File: config.mk
export PLATFORM = sky130hd
export DESIGN_NAME = pattern_scan_ctrl
export DESIGN_NICKNAME = d
export VERILOG_FILES = /design/src/rtl/pattern_scan_ctrl.sv
export SDC_FILE = /design/constraint.sdc
export NUM_CORES = 1
export LEC_CHECK = 0
export CORE_ASPECT_RATIO = 2
export CORE_MARGIN = 4
export CORE_UTILIZATION = 40
export DETAILED_ROUTE_END_ITERATION = 16
export PLACE_DENSITY = 0.74
export SYNTH_ARGS = -nofsm -noshare
export SYNTH_HDL_FRONTEND = slang
export SYNTH_SLANG_ARGS = --single-unit
File: constraint.sdc
create_clock -name clk -period 4.9 [get_ports clk]
set_clock_uncertainty 0.05 [all_clocks]
set_input_delay 0.98 -clock clk [delete_from_list [all_inputs] [get_ports clk]]
set_output_delay 0.98 -clock clk [all_outputs]
set_load 0.05 [all_outputs]
File: src/rtl/pattern_scan_ctrl.sv
// pattern_scan_ctrl: arms, runs and terminates a serial bit-pattern search.
// A start command in IDLE latches the pattern, required match count and bit
// timeout. SCAN shifts qualified bits through a history register and raises a
// combinational Mealy match pulse on the cycle of the final pattern bit
// (overlapping matches allowed). DONE lasts one cycle and pulses done.
//
// Optional feature macro: PATTERN_SCAN_ABORT_EN
//   Adds input abort / output aborted. abort in SCAN ends the scan on the next
//   cycle, the same-cycle bit is not accepted and aborted is set.
//
// Handshake: start is a single-cycle command sampled on the rising edge and is
// accepted only while in IDLE; a_valid qualifies a, and each cycle with
// a_valid=1 in SCAN consumes exactly one bit (there is no back-pressure).
module pattern_scan_ctrl #(
   parameter int PAT_W = 4,
   parameter int CNT_W = 8,
   parameter int TMO_W = 12
) (
   input  logic             clk,
   input  logic             reset,
   input  logic             start,
   input  logic [PAT_W-1:0] pattern,
   input  logic [CNT_W-1:0] target,
   input  logic [TMO_W-1:0] timeout,
   input  logic             a_valid,
   input  logic             a,
`ifdef PATTERN_SCAN_ABORT_EN
   input  logic             abort,
   output logic             aborted,
`endif
   output logic             busy,
   output logic             match,
   output logic             done,
   output logic             timed_out,
   output logic [CNT_W-1:0] match_cnt,
   output logic [1:0]       state_dbg
);

   localparam logic [1:0] S_IDLE = 2'd0;
   localparam logic [1:0] S_SCAN = 2'd1;
   localparam logic [1:0] S_DONE = 2'd2;

   localparam int              FILL_W   = $clog2(PAT_W);
   localparam logic [FILL_W-1:0] FILL_MAX = FILL_W'(PAT_W - 1);

   logic [1:0]       state_q,     state_d;
   logic [PAT_W-1:0] pattern_q,   pattern_d;
   logic [CNT_W-1:0] target_q,    target_d;
   logic [TMO_W-1:0] timeout_q,   timeout_d;
   logic [PAT_W-2:0] hist_q,      hist_d;
   logic [FILL_W-1:0] fill_q,     fill_d;
   logic [TMO_W-1:0] bit_cnt_q,   bit_cnt_d;
   logic [CNT_W-1:0] match_cnt_q, match_cnt_d;
   logic             timed_out_q, timed_out_d;
`ifdef PATTERN_SCAN_ABORT_EN
   logic             aborted_q,   aborted_d;
`endif

   logic             in_scan;
   logic             abort_req;
   logic             accept;
   logic [PAT_W-1:0] window;
   logic             match_hit;
   logic [CNT_W-1:0] cnt_inc;
   logic [TMO_W-1:0] bit_inc;
   logic             tgt_hit;
   logic             tmo_hit;

   assign in_scan = (state_q == S_SCAN);

`ifdef PATTERN_SCAN_ABORT_EN
   assign abort_req = in_scan & abort;
`else
   assign abort_req = 1'b0;
`endif

   // A bit is consumed only in SCAN, when qualified, and when not being aborted.
   assign accept    = in_scan & a_valid & ~abort_req;
   // The newest bit joins the stored history to form the candidate window;
   // the low PAT_W-1 bits of the window become the next history.
   assign window    = {hist_q, a};
   assign match_hit = accept & (fill_q == FILL_MAX) & (window == pattern_q);
   assign cnt_inc   = match_cnt_q + CNT_W'(1);
   assign bit_inc   = bit_cnt_q + TMO_W'(1);
   assign tgt_hit   = match_hit & (cnt_inc == target_q);
   assign tmo_hit   = accept & (timeout_q != '0) & (bit_inc == timeout_q);

   // Next-state logic for the sequencer, the matcher history and the counters.
   always_comb begin
      state_d     = state_q;
      pattern_d   = pattern_q;
      target_d    = target_q;
      timeout_d   = timeout_q;
      hist_d      = hist_q;
      fill_d      = fill_q;
      bit_cnt_d   = bit_cnt_q;
      match_cnt_d = match_cnt_q;
      timed_out_d = timed_out_q;
`ifdef PATTERN_SCAN_ABORT_EN
      aborted_d   = aborted_q;
`endif
      case (state_q)
         S_IDLE: begin
            if (start) begin
               pattern_d   = pattern;
               target_d    = target;
               timeout_d   = timeout;
               hist_d      = '0;
               fill_d      = '0;
               bit_cnt_d   = '0;
               match_cnt_d = '0;
               timed_out_d = 1'b0;
`ifdef PATTERN_SCAN_ABORT_EN
               aborted_d   = 1'b0;
`endif
               // A zero target is already satisfied: skip scanning entirely.
               state_d = (target == '0) ? S_DONE : S_SCAN;
            end
         end
         S_SCAN: begin
            if (abort_req) begin
               state_d = S_DONE;
`ifdef PATTERN_SCAN_ABORT_EN
               aborted_d = 1'b1;
`endif
            end else if (accept) begin
               hist_d    = window[PAT_W-2:0];
               bit_cnt_d = bit_inc;
               if (fill_q != FILL_MAX) begin
                  fill_d = fill_q + FILL_W'(1);
               end
               if (match_hit) begin
                  match_cnt_d = cnt_inc;
               end
               // Reaching the target on the timeout bit counts as success.
               if (tgt_hit) begin
                  state_d = S_DONE;
               end else if (tmo_hit) begin
                  state_d     = S_DONE;
                  timed_out_d = 1'b1;
               end
            end
         end
         S_DONE: begin
            state_d = S_IDLE;
         end
         default: begin
            state_d = S_IDLE;
         end
      endcase
   end

   // State and datapath registers with synchronous active-high reset.
   always_ff @(posedge clk) begin
      if (reset) begin
         state_q     <= S_IDLE;
         pattern_q   <= '0;
         target_q    <= '0;
         timeout_q   <= '0;
         hist_q      <= '0;
         fill_q      <= '0;
         bit_cnt_q   <= '0;
         match_cnt_q <= '0;
         timed_out_q <= 1'b0;
`ifdef PATTERN_SCAN_ABORT_EN
         aborted_q   <= 1'b0;
`endif
      end else begin
         state_q     <= state_d;
         pattern_q   <= pattern_d;
         target_q    <= target_d;
         timeout_q   <= timeout_d;
         hist_q      <= hist_d;
         fill_q      <= fill_d;
         bit_cnt_q   <= bit_cnt_d;
         match_cnt_q <= match_cnt_d;
         timed_out_q <= timed_out_d;
`ifdef PATTERN_SCAN_ABORT_EN
         aborted_q   <= aborted_d;
`endif
      end
   end

   assign busy      = (state_q == S_SCAN) | (state_q == S_DONE);
   assign done      = (state_q == S_DONE);
   assign match     = match_hit;
   assign timed_out = timed_out_q;
   assign match_cnt = match_cnt_q;
   assign state_dbg = state_q;
`ifdef PATTERN_SCAN_ABORT_EN
   assign aborted   = aborted_q;
`endif

endmodule
# After elaboration in Yosys (flattened, before gate mapping)
# Index checks and enable logic that the tools add are counted.
# word_totals
ff_bits,52
output_inout_bits,14
elab_cells,68
# classes
add_sub_neg,3
eq_ne,14
muxes,25
bitwise_logic,7
n_reduce_logical,10
# op_table
op,n
$mux 12,2
$mux 8,3
$pmux 12 s2,1
$mux 2,8
$pmux 8 s2,1
$add 12x1->12 const B,1
$eq 12x12->1,1
$reduce_bool 12->1,1
$add 8x1->8 const B,1
$eq 8x8->1,1
$logic_not 8->1,1
$ne 2x1->1 const B,4
$pmux 2 s2,2
$reduce_and 4->1,2
$and 1x1->1,6
$mux 3,2
$ne 2x2->1 const B,3
$pmux 3 s2,1
$reduce_and 3->1,2
$reduce_and 5->1,1
$eq 2x2->1 const B,2
$eq 4x4->1,1
$mux 1,4
$ne 3x1->1 const B,1
7 further kinds,7

# Depth between registers and ports, before layout
# Gate-level depths: netlist (run 1).
# logic_depth
depth_word,8
mapped_depth,11

# Worst setup path after synthesis (run 1)
# Ideal clock, no wire load.
# synth_timing
path_type,input port to output port
from,in a
to,out match
arrival_time_ns,2.002
required_ns,3.870
setup_slack_ns,1.868
path_stages,3
path_buffers,0
path_cell_list,xor2_1 -> or4_1 -> inv_1
# synth_via
elab_chain_cells,2
# synth_lines
element,line,rtl
"start, declared",26,"input logic a,"
$eq 4x4->1,82,assign match_hit = accept & (fill_q == FILL_MAX) & (window == pattern_q);
$and 1x1->1,82,
"end, declared",32,"output logic match,"
# No other way between the ends.

# Worst setup path in the final report (run 1)
# Same ends and word-level chain as after synthesis.

==> summary.md, run 1 <==
| Metric | Value |
|---|---|
| Status | `complete, no violations` |
| Min setup slack post-route | `0.812 ns` |
| Area of all placed cells without fillers | `~3500 µm²` |
| Hold Crit Class | `register to register` |
| CTS tree | `done` |
| Number of gates resized after cts | `0` |
| Hold_sp | `pattern_q[3]` |
| Reg2reg start | `bit_cnt_q[0]` |
| Die width | `just under 70 µm` |
| Proportion of layout cells with a drive suffix above 1 | `0.0420` |
| Clock power frac | `0.248` |
| Core region area | `6990 µm²` |
| Site Rows | `43` |
| Slew headroom | `0.261` |
| Max-slew violation count | `0` |
| Critical-path cell with the highest stage delay | `clkdlybuf4s50_1` |
| Area leader, netlist | `dfxtp_1` |
| Area added between synthesis and finish | `20.4%` |
| # Post-CTS Setup Buffers | `0` |
| Total global routing overflow | `0` |
| Cell depth of the worst min-delay path | `2` |
| Pin count of the biggest net entering global routing | `32` |
| Peak supply drop | `0.000199 V` |
| Tcrit/Tclk final | `0.834` |
| Global-route wire length before repair | `around 12000 µm` |
| Netlist area before placement | `~2900 µm²` |
| Signal arrival time at the worst endpoint | `~3.1 ns` |
| CTS clock-pin slew for the worst setup and hold paths | `0.07 ns` |
| Main area contributors after synthesis | `dfxtp_1, a21oi_1, nand2_1` |
| Most used cell along the critical path | `clkdlybuf4s50_1` |
| Hold violation total from the final report | `0` |
| H-Tree Depth | `2` |
| CTS sink count | `52` |
| Area share of the largest cell type after synthesis | `0.362` |
| Most common cell after layout, fill and taps aside | `nand2_1` |
| Max Freq | `0.245 GHz` |
| DRC violation count after routing | `0` |
| Mapped Cells | `about 380` |
| Post-DP Area | `3320 µm²` |
| Iter 0 DRT Violations | `192` |
| Net switching component of the power | `roughly 0.00054 W` |
| Register-to-Register Path Depth | `8` |
| Finished Core Util | `0.495` |
| Relative contribution of combinational cells to total power | `0.380` |
| Bufs on Longest Clock Path | `2` |
| Worst hold slack after final layout | `0.417 ns` |
| Wire per inst | `14.7 µm` |
| Family with the most delay on the worst path | `buffers and inverters` |
| Nets in the synthesized netlist | `411` |
| Critical Setup Path Class | `primary input to output pin` |
| Fin nets | `440` |
| Die outline area | `about 8700 µm²` |
| Final Critical Period | `4.09 ns` |
| R2R Path End | `state_dbg[0]` |
| Total of flip-flops plus latches after synthesis | `52` |
| Slowest stage delay, CP | `0.80 ns` |
| Slew at the pin closest to its max-slew limit | `1.10 ns` |
| RSZ-0062 raised after global routing | `false` |
| Detail Placement HPWL | `5530 µm` |
| Top library cells by usage in the layout, fill and taps aside | `nand2_1, dfxtp_1, a21oi_1` |
| Share of flip-flops with an asynchronous set or reset after synthesis | `0` |
| Final TNS setup | `0 ns` |
| Number of hold buffers added after CTS | `0` |
| Overall routed net length | `roughly 7300 µm` |
| Number of max-cap violations | `0` |
| Count of cell types in the netlist | `51` |
| Total leakage power | `~1.3 nW` |
| Antenna violation net count after detailed routing | `0` |
| Reg-to-reg slack, setup | `1.98 ns` |
| Crit path buf inv count | `3` |
| Overall track demand over capacity in global routing | `0.184` |
| Worst Hold End | `pattern_q[3]` |
| PortBufs | `42` |
| Internal power | `0.000863 W` |
| Fraction of the yosys area taken by sequential cells | `0.362` |
| Power per standard cell area | `roughly 400 nW/µm²` |
| Clock Latency Late Sink | `0.29 ns` |
| Switching Share | `0.385` |
| Final setup violation count | `0` |
| Initial standard-cell utilization of the core | `0.411` |
| Post-DR vias/cell | `5.51` |
| Sequential share of power | `0.372` |
| Antenna diodes | `0` |
| Master cell of the clock root buffer | `clkbuf_16` |
| Number of flops mapped to enable cells by yosys | `0` |
| Number of vias after detailed routing | `2727` |
| Sort of element at the start of the critical path | `primary input` |
| Kind of end point of the critical path | `output pin` |
| Average instance area after synthesis | `between 7 and 8 µm²` |
| Antenna violations before repair | `0` |
| Worst endpoint required time | `3.87 ns` |
| Total CTS buffers | `5` |
| Number of top-level design ports | `43` |
| Via count of the first global-routing pass | `between 2000 and 3000` |
| Chain of cells forming the critical path | `clkdlybuf4s50_1, xor2_1, or4_1, inv_1, clkdlybuf4s50_1` |
| Number of optimization iterations in the first detailed-route pass | `4` |
| Synthesis Warnings | `0` |
| CP Max Fanout | `3` |
| Most instantiated flip-flop cell in the synthesis netlist | `dfxtp_1` |
| Global placer's final weighted congestion | `approximately 0.9` |
| Vertical die dimension | `128 µm` |
| Pre-CTS setup slack | `0.819 ns` |
==> registers in the layout (all words and copies together), names as in the netlist <==
signal and cells:
fill_q 2, timed_out 1, state_dbg 2, timeout_q 12, bit_cnt_q 12, target_q 8
hist_q 3, match_cnt 8, pattern_q 4
==> worst max-delay path by stage <==
stage / from / end / slack, ns / cells past startpoint
after CTS: a / match / 0.81 / 5
after global placement: a / match / 0.85 / 5
after floorplan: a / match / 1.87 / 3
after global routing: a_valid / match / 0.75 / 5
final: a / match / 0.81 / 5
after detailed placement: a / match / 0.82 / 5
==> layer usage <==
metal | vias to the layer above | wire length, µm | track usage
met5 | - | 0 | 0
met4 | 0 | 391 | 0.120
met3 | 23 | 274 | 0.0237
met2 | 76 | 4040 | 0.329
met1 | 1270 | 2580 | 0.190
li1 | 1358 | - | -
==> through the flow <==
stage                     power [W]  cells
after floorplan            0.000916    375
after global placement      0.00105    487
after detailed placement    0.00106    487
after CTS                   0.00141    495
after global routing        0.00148    495
final                       0.00140    495
==> cell usage after synthesis (2+ instances only) <==
| cell type | count |
|---|---|
| clkbuf_2 | 2 |
| a31oi_1 | 2 |
| nor3_1 | 8 |
| buf_6 | 2 |
| dfxtp_1 | 52 |
| and3b_1 | 2 |
| xnor2_1 | 17 |
| clkbuf_1 | 16 |
| nand3_1 | 10 |
| nand2_1 | 62 |
| or4_1 | 2 |
| and2_1 | 3 |
| a2bb2oi_1 | 2 |
| a22oi_1 | 4 |
| mux2i_1 | 3 |
| a21oi_1 | 51 |
| a21o_1 | 2 |
| ha_1 | 7 |
| nand2b_1 | 5 |
| nor3b_1 | 2 |
| nor2_1 | 35 |
| nor4_1 | 10 |
| nand4_1 | 7 |
| o21ai_0 | 17 |
| xor2_1 | 11 |
| inv_1 | 11 |
| nand3b_1 | 2 |
| o31ai_1 | 4 |
| or3_1 | 2 |
==> power by group through the flow <==
stage | combinational [W] | clock (W) | sequential, W
detailed placement | 0.000532 | 0 | 0.000532
finish | 0.000532 | 0.000348 | 0.000522
CTS | 0.000534 | 0.000352 | 0.000522
global placement | 0.000523 | 0 | 0.000531
global route | 0.000585 | 0.000371 | 0.000528
floorplan | 0.000363 | 0 | 0.000553
==> tightest hold or removal path, stage by stage (launching register included) <==
cell	delay, ns
dfxtp_1	0.32
nand2_1	0.05
a21oi_1	0.05
==> cell families after synthesis <==
group | synth area share
AOI/OAI and AO/OA | 0.190
DFF | 0.362
xor gates and xnor gates | 0.0853
buffers and inverters | 0.0509
and+or+nand+nor | 0.262
adders and majority gates | 0.0304
muxes | 0.0196
==> final cells by class <==
type | instances | area, µm²
clock buffer | 6 | 129
inverter | 11 | 41.3
timing repair buffer | 44 | 435
multi-input combinational | 290 | 1690
fill | 712 | 3530
sequential | 52 | 1040
tap | 90 | 113
clock inverter | 2 | 16.3
(Power assumes the default switching activity.)
==> inputs of run 2 (changes only) <==
--- a/config.mk
+++ b/config.mk
@@ -9,7 +9,7 @@
 export CORE_MARGIN = 4
 export CORE_UTILIZATION = 40
 export DETAILED_ROUTE_END_ITERATION = 16
-export PLACE_DENSITY = 0.74
+export PLACE_DENSITY = 0.76
 export SYNTH_ARGS = -nofsm -noshare
 export SYNTH_HDL_FRONTEND = slang
 export SYNTH_SLANG_ARGS = --single-unit
==> constraint.sdc (replaced) <==
create_clock -name clk -period 3.66 [get_ports clk]
set_clock_uncertainty 0.05 [all_clocks]
set_input_delay 0.732 -clock clk [delete_from_list [all_inputs] [get_ports clk]]
set_output_delay 0.732 -clock clk [all_outputs]
set_load 0.05 [all_outputs]
==> summary.md, run 2 (same netlist as run 1, synthesis figures left out) <==
| Metric | Value |
|---|---|
| Min setup slack post-route | `0.685 ns` |
| Relative contribution of combinational cells to total power | `0.377` |
| Max Freq | `0.336 GHz` |
| Biggest registers after layout | `bit_cnt_q x12, timeout_q x12` |
| Overall track demand over capacity in global routing | `0.181` |
| R2R Path End | `state_dbg[0]` |
| Power per standard cell area | `545 nW/µm²` |
| H-Tree Depth | `2` |
| Bufs on Longest Clock Path | `2` |
| CTS clock-pin slew for the worst setup and hold paths | `0.07 ns` |
| Peak supply drop | `0.000303 V` |
| Critical Setup Path Class | `primary input to output pin` |
| Chain of cells forming the critical path | `clkdlybuf4s50_1, xor2_1, or4_1, inv_1, buf_12` |
| Slew headroom | `0.348` |
| Fin nets | `441` |
| Initial standard-cell utilization of the core | `0.411` |
| Number of hold buffers added after CTS | `0` |
| Detail Placement HPWL | `about 5500 µm` |
| Post-DR vias/cell | `between 5 and 6` |
| Number of gates resized after cts | `0` |
| Reg2reg start | `bit_cnt_q[0]` |
| Core region area | `6990 µm²` |
| Most common cell after layout, fill and taps aside | `nand2_1` |
| Sequential share of power | `0.369` |
| Wire per inst | `14.7 µm` |
| DRC violation count after routing | `0` |
| Register-to-Register Path Depth | `8` |
| Tcrit/Tclk final | `0.813` |
| PortBufs | `42` |
| Kind of end point of the critical path | `output pin` |
| Final setup violation count | `0` |
| Most heavily used metal layer in global routing | `met2` |
| Global-route wire length before repair | `approximately 12000 µm` |
| Worst endpoint required time | `2.88 ns` |
| Final Critical Period | `2.98 ns` |
| Worst setup startpoint | `a` |
| Met3 Track Usage GR | `0.0289` |
| Status | `complete, no violations` |
| # Post-CTS Setup Buffers | `0` |
| Fill cell count | `704` |
| Internal power | `between 0.001 and 0.0015 W` |
| Number of vias after detailed routing | `2727` |
| Number of max-cap violations | `0` |
| Overall routed net length | `7300 µm` |
| Total CTS buffers | `5` |
| Net switching component of the power | `0.000719 W` |
| Proportion of layout cells with a drive suffix above 1 | `0.0493` |
| Top library cells by usage in the layout, fill and taps aside | `nand2_1, dfxtp_1, a21oi_1` |
| Number of top-level design ports | `43` |
| Die outline area | `8690 µm²` |
| CTS tree | `done` |
| Pin count of the biggest net entering global routing | `54` |
| Signal arrival time at the worst endpoint | `about 2.2 ns` |
| Final TNS setup | `0 ns` |
| Total leakage power | `about 1.3 nW` |
| Endpoint of the worst setup timing path | `match` |
| RSZ-0062 raised after global routing | `false` |
| Critical-path cell with the highest stage delay | `or4_1` |
| CTS sink count | `52` |
| Pre-CTS setup slack | `0.549 ns` |
| Master cell of the clock root buffer | `clkbuf_16` |
| Site Rows | `43` |
| Met1 usage | `0.169` |
| Antenna violation net count after detailed routing | `0` |
| Clock power frac | `0.254` |
| Met2 demand-to-capacity share in global routing | `0.345` |
| Slew at the pin closest to its max-slew limit | `0.978 ns` |
| Hold Crit Class | `register to register` |
| Max-slew violation count | `0` |
| Hold violation total from the final report | `0` |
| Switching Share | `0.378` |
| Via count of the first global-routing pass | `2705` |
| Die width | `68.0 µm` |
| Sort of element at the start of the critical path | `primary input` |
| Combined flip-flop and latch cell area | `~1000 µm²` |
| Antenna diodes | `0` |
| CP Max Fanout | `3` |
| Vertical die dimension | `128 µm` |
| Antenna violations before repair | `0` |
| Reg-to-reg slack, setup | `0.85 ns` |
| Total area of multi-input combinational cells | `1690 µm²` |
| Slowest stage delay, CP | `0.57 ns` |
| Clock Latency Late Sink | `0.30 ns` |
| Number of optimization iterations in the first detailed-route pass | `4` |
| Global placer's final weighted congestion | `0.856` |
| Total global routing overflow | `0` |
| Area added between synthesis and finish | `21.1%` |
| Iter 0 DRT Violations | `140` |
run 2: cell types whose count changed in the layout (fill, tap and decap cells not counted):
cell,before,now
clkdlybuf4s50_1,42,40
buf_12,0,1
buf_2,0,1
buf_4,2,3
clkbuf_8,0,1
clkinv_4,1,0
run 2: layer usage:
metal,wire (µm),up-vias,part of all wire
met5,0,-,0
met4,297,0,0.041
met3,215,23,0.029
met2,4160,56,0.57
met1,2630,1289,0.36
li1,-,1359,-
run 2: worst min path at each step:
| stage | to | depth (start not counted) | slack (ns) | startpoint |
|---|---|---|---|---|
| 5_1_grt | target_q[4] | 2 | 0.45 | target_q[4] |
| 6_report | pattern_q[1] | 2 | 0.42 | pattern_q[1] |
| 3_5_place_dp | pattern_q[1] | 2 | 0.41 | pattern_q[1] |
| 3_3_place_gp | target_q[1] | 2 | 0.41 | target_q[1] |
| 2_1_floorplan | pattern_q[3] | 2 | 0.40 | pattern_q[3] |
| 4_1_cts | pattern_q[1] | 2 | 0.42 | pattern_q[1] |
run 2: power by group through the flow:
stage	combinational, W	clock, W	sequential [W]
after floorplan	0.000486	0	0.000740
after global placement	0.000705	0	0.000710
after detailed placement	0.000716	0	0.000712
after CTS	0.000719	0.000488	0.000700
after global routing	0.000792	0.000513	0.000709
final	0.000716	0.000481	0.000701
run 2: metrics by stage:
stage / hold slack [ns] / cells / utilization / power (W) / cell area (µm²)
2_1_floorplan: 0.398 / 375 / - / 0.00123 / 2880
3_3_place_gp: 0.407 / 488 / 0.476 / 0.00141 / 3330
3_5_place_dp: 0.409 / 488 / 0.476 / 0.00143 / 3330
4_1_cts: 0.418 / 496 / 0.498 / 0.00191 / 3480
5_1_grt: 0.450 / 496 / 0.498 / 0.00201 / 3480
6_report: 0.417 / 496 / 0.498 / 0.00190 / 3480
run 2: area by class of cell:
type / instances / share of cell area
Clock buffer: 7 / 0.0410
Clock inverter: 1 / 0.00216
Inverter: 11 / 0.0119
Multi-Input combinational cell: 290 / 0.485
Sequential cell: 52 / 0.299
Tap cell: 90 / 0.0323
Timing Repair Buffer: 45 / 0.129
run 2: critical path: cells and delay by family:
family                    cells  cell delay (ns)
xor gates and xnor gates      1             0.16
and+or+nand+nor               1             0.57
buffers and inverters         3             0.74
==> inputs of run 3 (changes only) <==
--- a/config.mk
+++ b/config.mk
@@ -9,7 +9,7 @@
 export CORE_MARGIN = 4
 export CORE_UTILIZATION = 40
 export DETAILED_ROUTE_END_ITERATION = 16
-export PLACE_DENSITY = 0.76
+export PLACE_DENSITY = 0.74
 export SYNTH_ARGS = -nofsm -noshare
 export SYNTH_HDL_FRONTEND = slang
 export SYNTH_SLANG_ARGS = --single-unit
==> constraint.sdc (replaced) <==
create_clock -name clk -period 3 [get_ports clk]
set_clock_uncertainty 0.05 [all_clocks]
set_input_delay 0.6 -clock clk [delete_from_list [all_inputs] [get_ports clk]]
set_output_delay 0.6 -clock clk [all_outputs]
set_load 0.05 [all_outputs]
==> summary.md, run 3 (same netlist as run 1, synthesis figures left out) <==
| Metric | Value |
|---|---|
| Fill cell count | `691` |
| Wire per inst | `between 10 and 15 µm` |
| Biggest registers after layout | `bit_cnt_q x12, timeout_q x12` |
| Most common cell after layout, fill and taps aside | `nand2_1` |
| Crit path buf inv count | `3` |
| Number of vias after detailed routing | `2752` |
| Detail Placement HPWL | `5670 µm` |
| Kind of end point of the critical path | `output pin` |
| Chain of cells forming the critical path | `clkdlybuf4s50_1, xor2_1, or4_1, inv_1, buf_12` |
| Top library cells by usage in the layout, fill and taps aside | `nand2_1, dfxtp_1, a21oi_1` |
| # Post-CTS Setup Buffers | `0` |
| CP Max Fanout | `3` |
| Finished Core Util | `0.508` |
| Number of optimization iterations in the first detailed-route pass | `5` |
| Post-DR vias/cell | `5.47` |
| Via count of the first global-routing pass | `2777` |
| Antenna violation net count after detailed routing | `0` |
| Signal arrival time at the worst endpoint | `2.09 ns` |
| Clock Latency Late Sink | `between 0.2 and 0.3 ns` |
| Die outline area | `8690 µm²` |
| CTS sink count | `52` |
| RSZ-0062 raised after global routing | `false` |
| Number of placed cells counting well taps | `495` |
| Area added between synthesis and finish | `23.6%` |
| Final setup violation count | `0` |
| Peak supply drop | `0.000299 V` |
| Number of gates resized after cts | `0` |
| Sort of element at the start of the critical path | `primary input` |
| Pre-CTS setup slack | `~0.22 ns` |
| Critical-path cell with the highest stage delay | `or4_1` |
| Relative contribution of combinational cells to total power | `0.386` |
| Iter 0 DRT Violations | `approximately 170` |
| Number of top-level design ports | `43` |
| Non-filler cells, final | `503` |
| Global-route wire length before repair | `12500 µm` |
| Max Freq | `0.365 GHz` |
| Initial standard-cell utilization of the core | `0.411` |
| Number of hold buffers added after CTS | `0` |
| Die width | `68.0 µm` |
| Antenna violations before repair | `0` |
| Sequential share of power | `0.364` |
| Number of max-cap violations | `0` |
| Worst endpoint required time | `2.35 ns` |
| Slew at the pin closest to its max-slew limit | `0.845 ns` |
| Fin nets | `448` |
| Max-slew violation count | `0` |
| Status | `complete, no violations` |
| Switching Share | `0.377` |
| Slew headroom | `0.435` |
| Family with the most delay on the worst path | `buffers and inverters` |
| H-Tree Depth | `2` |
| Net switching component of the power | `0.000886 W` |
| Pin count of the biggest net entering global routing | `54` |
| Total CTS buffers | `5` |
| Critical Setup Path Class | `primary input to output pin` |
| Global placer's final weighted congestion | `between 0.8 and 0.9` |
| Slowest stage delay, CP | `0.58 ns` |
| Tcrit/Tclk final | `0.914` |
| Site Rows | `43` |
| Total leakage power | `1.34 nW` |
| Core region area | `about 7000 µm²` |
| PortBufs | `42` |
| Antenna diodes | `0` |
| DRC violation count after routing | `0` |
| CTS clock-pin slew for the worst setup and hold paths | `0.07 ns` |
| Overall routed net length | `7380 µm` |
| Total area of multi-input combinational cells | `roughly 1700 µm²` |
| Min setup slack post-route | `0.257 ns` |
| Power per standard cell area | `661 nW/µm²` |
| Total global routing overflow | `0` |
| Clock power frac | `0.249` |
| Combined flip-flop and latch cell area | `1040 µm²` |
| Hold Crit Class | `register to register` |
| Internal power | `between 0.001 and 0.0015 W` |
| Overall track demand over capacity in global routing | `0.185` |
| Final TNS setup | `0 ns` |
| Worst hold slack after final layout | `approximately 0.42 ns` |
| Master cell of the clock root buffer | `clkbuf_16` |
| Bufs on Longest Clock Path | `2` |
| Hold violation total from the final report | `0` |
| Proportion of layout cells with a drive suffix above 1 | `0.0654` |
| Final Critical Period | `2.74 ns` |
| CTS tree | `done` |
| Vertical die dimension | `128 µm` |
[run 3: changes by cell type in the layout (fill, tap and decap cells not counted)]
| cell | change |
|---|---|
| buf_12 | +1 |
| buf_4 | +6 |
| clkinvlp_4 | +1 |
| clkbuf_1 | -1 |
| buf_2 | -1 |
| clkdlybuf4s50_1 | +1 |
[run 3: stage by stage]
step	cell area (µm²)	total power [W]
6_report	3560	0.00235
5_1_grt	3560	0.00249
4_1_cts	3560	0.00237
3_5_place_dp	3400	0.00178
3_3_place_gp	3400	0.00176
2_1_floorplan	2880	0.00150
[run 3: worst reg2reg max path, cell delays in order (launching register included)]
cell and delay [ns]:
dfxtp_1 0.44, ha_1 0.22, inv_1 0.07, nor4_1 0.25
buf_4 0.17, xnor2_1 0.15, nand4_1 0.12, a2111o_1 0.43
o31ai_1 0.35, mux2i_1 0.22
[run 3: power groups by stage]
stage | logic, W | registers (W) | clock network [W]
global route | 0.00100 | 0.000867 | 0.000624
detailed placement | 0.000910 | 0.000872 | 0
CTS | 0.000914 | 0.000856 | 0.000600
global placement | 0.000893 | 0.000869 | 0
floorplan | 0.000593 | 0.000903 | 0
finish | 0.000909 | 0.000857 | 0.000586
[run 3: final cells by class]
class / instances / area share
sequential: 52 / 0.293
clock inverter: 2 / 0.00422
timing repair buffer: 52 / 0.146
multi-input combinational: 290 / 0.475
clock buffer: 6 / 0.0391
tap: 90 / 0.0317
inverter: 11 / 0.0116
[run 3: final timing paths]
kind,from,endpoint,slack [ns],cells past startpoint
min reg2reg,target_q[3],target_q[3],0.42,2
max,a,match,0.26,5
min,target_q[3],target_q[3],0.42,2
max reg2reg,bit_cnt_q[1],state_dbg[0],0.49,9
[run 3: metal layers]
metal / share of wire / vias to the layer above / global-route usage / wire, µm
met1: 0.35 / 1292 / 0.173 / 2610
met5: 0 / - / 0 / 0
met3: 0.031 / 25 / 0.0254 / 231
met2: 0.57 / 66 / 0.352 / 4180
met4: 0.049 / 0 / 0.113 / 362
li1: - / 1369 / - / -
